$ cat config.mk
export PLATFORM = sky130hd
export DESIGN_NAME = rr_mux8_1
export DESIGN_NICKNAME = d
export VERILOG_FILES = /design/src/rtl/rr_mux8_1.sv
export SDC_FILE = /design/constraint.sdc
export NUM_CORES = 1
export LEC_CHECK = 0
export CORE_MARGIN = 2
export CORE_UTILIZATION = 31
export CTS_CLUSTER_SIZE = 25
export DETAILED_ROUTE_END_ITERATION = 7
export GPL_TIMING_DRIVEN = 0
export SETUP_SLACK_MARGIN = 0.02
export SLEW_MARGIN = 20
export SYNTH_ARGS = -nofsm -noshare
export SYNTH_HDL_FRONTEND = slang
export SYNTH_SLANG_ARGS = --single-unit
$ cat constraint.sdc
create_clock -name clk -period 5.32 [get_ports clk]
set_input_delay 0.798 -clock clk [delete_from_list [all_inputs] [get_ports clk]]
set_output_delay 0.798 -clock clk [all_outputs]
set_load 0.05 [all_outputs]
$ cat src/rtl/rr_mux8_1.sv
// rr_mux8_1 -- 8:1 round-robin merging multiplexer with a one-deep output register.
//
// Eight valid/ready lanes are merged into one valid/ready stream. Each output
// beat is tagged with its source lane on sel, so a downstream 1:8 demux driven
// by sel can split the stream back into its lanes. Arbitration starts at a
// round-robin pointer that moves to just past the lane last granted, so any
// lane holding in_valid is served within 8 accepted beats.
//
// Ports
//   clk       : clock, all state changes on the rising edge
//   rst_n     : synchronous active-low reset
//   in_valid  : [7:0] lane k presents a beat
//   in_data   : [8*DATA_W-1:0] lane k data at [k*DATA_W +: DATA_W]
//   in_ready  : [7:0] one-hot, lane k's beat is accepted this cycle
//   y         : [DATA_W-1:0] merged output data
//   sel       : [2:0] source lane of the beat on y
//   y_valid   : y/sel hold a valid beat
//   y_ready   : downstream accepts the beat on y
module rr_mux8_1 #(
  parameter int DATA_W = 8
) (
  input  logic                  clk,
  input  logic                  rst_n,
  input  logic [7:0]            in_valid,
  input  logic [8*DATA_W-1:0]   in_data,
  output logic [7:0]            in_ready,
  output logic [DATA_W-1:0]     y,
  output logic [2:0]            sel,
  output logic                  y_valid,
  input  logic                  y_ready
);

  logic [2:0]        ptr;
  logic              load_en;
  logic              found;
  logic [2:0]        g;
  logic [2:0]        idx;
  logic [DATA_W-1:0] gdata;

  // The output register may take a new beat when it is empty or being drained.
  assign load_en = !y_valid || y_ready;

  // Grant search visits ptr, ptr+1, ... ptr+7; the 3-bit add wraps modulo 8.
  always_comb begin
    found = 1'b0;
    g     = '0;
    idx   = '0;
    for (int unsigned i = 0; i < 8; i++) begin
      idx = ptr + 3'(i);
      if (!found && in_valid[idx]) begin
        found = 1'b1;
        g     = idx;
      end
    end
  end

  // Data selection kept off the in_ready path so in_ready never depends on in_data.
  always_comb begin
    gdata = '0;
    for (int unsigned i = 0; i < 8; i++) begin
      if (3'(i) == g) begin
        gdata = in_data[i*DATA_W +: DATA_W];
      end
    end
  end

  // No beat is accepted while reset is applied, since reset overrides any transfer.
  always_comb begin
    in_ready = '0;
    if (rst_n && load_en && found) begin
      in_ready = 8'd1 << g;
    end
  end

  always_ff @(posedge clk) begin
    if (!rst_n) begin
      y       <= '0;
      sel     <= '0;
      y_valid <= 1'b0;
      ptr     <= '0;
    end else if (load_en) begin
      if (found) begin
        y       <= gdata;
        sel     <= g;
        y_valid <= 1'b1;
        ptr     <= g + 3'd1;
      end else begin
        // Nothing to load: drop valid, keep y/sel as the last beat.
        y_valid <= 1'b0;
      end
    end
  end

endmodule

==> results.ini <==
[sta]
worst_pin_slew_ns = 0.557
max-slew-margin-rel = 0.629
period_needed_ns = 5.16
rsz0062_at_grt = yes
skew_ns = 0.00588
slew_violations = 0
fin_crit_sh = 0.969
setup_viol = 0
setup_tns_ns = 0
setup_slack_ns = 0.164
hold_slack_ns = 0.482
hold_viol = 0
fmax_mhz = 194

[status]
status = finished, final reports clean

[finish]
multi_input_area_um2 = 1940
drive_gt1_frac = 0.178
antenna_cells = 0
final_nets = 476
syn2layout_area_growth_pct = 51.5
seq_area_um2 = 300
fillers = 764

[setup_path]
worstReg2RegStart = ptr[1]
cp_common_cell = buf_6
r2r_end = y[4]
crit_path_end_kind = output pin
worstPathArrival_ns = 4.36
critPathLaunchType = flip-flop
worstPathRequired_ns = 4.52
cpPeakStageDelay_ns = 0.53
timing.reg2reg.setup_slack_ns = 0.43
crit_chain = buf_4, buf_6, inv_1, ha_1, buf_6, buf_6, mux4_2, mux2_4, a221oi_1, o221ai_1, a211oi_2, buf_4, ha_4, clkinv_2, nor3_1, clkdlybuf4s15_2
cp_max_fo = 10
criticalPathCategory = flip-flop to output pin
r2r_cells = 21
slowest_stage = mux4_2

[clocking]
clockBufferDepth = 2
cts.reportedPaths.clkPinSlew_ns = 0.07
cts_tree = yes
h-tree-depth = 1
clk_latency_ns = 0.25
cts_made_buffers = 3
holdBufCountCts = 0
cts_root_buffer = clkbuf_8
clock-sinks = 15

[die]
die_w_um = 91.2
die_h_um = 91.2
io_pins = 95
core-area_um2 = 7290
die_area_um2 = 8320
initial_core_util = 0.323
num_rows = 31

[synthesis]
yosysWarnings = 0
synth_cell_types = 54
synth-seq-cells = 15
syn_inst = 295
ys_seq_area_frac = 0.127
synth_edf_count = 0
syn-cell-area_um2 = 2360
synth_nets = 377
synth_area_per_cell_um2 = 7.99
ys.flop_type = dfxtp_1
async_flop_share = 0

[placement]
io_buffer_count = 94
dp_hpwl_um = 7060
gp_congestion = 0.879
place_ws_ns = -1.12

[grt]
antenna_found_initial = 0
grt_max_degree = 12
first_global_vias = 2740
grt_pass1_wl_um = 13800
grt-ovfl-total = 0
grt_usage = 0.206

[drt]
post_drt_wl_per_cell_um = 17.7
drtIter0Drc = 190
vias = 2765
ant_nets = 0
wl_um = 8690
via_per_inst = 5.62
firstDrtPassIters = 4
drc = 0

[hold_path]
hold_depth = 2
min_from = sel[0]
holdPathEnd = sel[0]
hp-class = flip-flop to flip-flop

[run]
drv_cap = 0

## routing by layer
metal,GRT usage,vias to the layer above,share of wire
li1,-,1347,-
met1,0.256,1317,0.44
met2,0.372,91,0.50
met3,0.0241,10,0.044
met4,0.0568,0,0.015
met5,0,-,0
## how the worst max path moves through the flow
stage,start,endpoint,slack (ns)
floorplan,ptr[1],in_ready[1],-0.24
global placement,ptr[1],in_ready[1],-1.08
detailed placement,in_valid[4],in_ready[1],-1.12
CTS,ptr[1],in_ready[7],0.02
global route,ptr[1],in_ready[1],-0.02
finish,ptr[1],in_ready[1],0.16
## cell usage in the layout, fill, tap and decap left out, types with 4 or more instances in the layout
cell / n
mux2_2: 5
clkdlybuf4s50_1: 86
a211oi_1: 6
a22oi_1: 9
inv_1: 10
nand2b_1: 8
nor3_1: 8
nor2_1: 24
a21oi_1: 21
mux4_2: 13
nand3_1: 8
nor2b_1: 9
buf_6: 6
and3_1: 5
a221oi_1: 8
buf_4: 9
a21o_1: 4
o22ai_1: 11
nand2_1: 12
o221ai_1: 4
o21ai_0: 10
a22o_1: 5
a31oi_1: 6
mux2_1: 6
mux2i_1: 9
clkbuf_1: 7
dfxtp_1: 15
buf_2: 7
## layout make-up
class,count,area share
sequential,15,0.0841
multi-input combinational,239,0.544
timing repair buffer,99,0.270
clock inverter,1,0.00140
buffer,23,0.0406
clock buffer,3,0.0116
inverter,13,0.0140
tap,99,0.0347
## synth_stat cells (6+ instances only)
master    instances  area share
nand3_1           8       0.017
o21ai_0          10       0.021
a31oi_1           6       0.016
dfxtp_1          15        0.13
mux4_2           13        0.12
mux2_2            6       0.029
mux2i_1           9       0.038
nand2_1          12       0.019
a221oi_1          8       0.030
buf_2             7       0.015
nor2_1           24       0.038
o22ai_1          11       0.029
mux2_1            6       0.029
nor3_1            8       0.017
and3_1            6       0.016
ha_1              7       0.037
a211oi_1          8       0.025
a21oi_1          21       0.045
inv_1            10       0.016
nand2b_1          8       0.021
a22oi_1           9       0.029
nor2b_1           9       0.024
clkbuf_1         15       0.024
## stage by stage
step	util	cell area (µm²)	cells
after global placement	0.469	3420	488
after detailed placement	0.469	3420	488
after floorplan	-	2360	295
final	0.490	3570	492
after global routing	0.490	3570	492
after CTS	0.481	3510	490
## timing repair
item | 4_1_cts | 5_1_grt
cloned | 0 | 0
gates resized for setup | 55 | 21
setup endpoints to repair | 16 | 8
pin swaps | 1 | 3
buffers inserted | 2 | 3
## critical path, delay by kind of cell, from the launching register on
family,cells,cell delay [ns]
AO/OA/AOI/OAI,3,0.71
adder cells (fa/ha/maj),2,0.50
buffers and inverters,8,1.45
flip-flops,1,0.33
multiplexers,2,0.85
AND/OR/NAND/NOR,1,0.23
## flip-flops by register name, indices dropped and copies added, names as in the netlist
register	cells
ptr	3
y	8
sel	3
y_valid	1
## logic make-up after synthesis
| logic type | share of synthesized area |
|---|---|
| AOI/OAI and AO/OA | 0.314 |
| and+or+nand+nor | 0.194 |
| buffers and inverters | 0.0801 |
| muxes | 0.232 |
| DFF | 0.127 |
| adders and majority gates | 0.0372 |
| xor gates and xnor gates | 0.0149 |
Power is left out: the tool's default activity adds up to more than one toggle a clock period on the data nets, which glitch-free logic cannot reach.
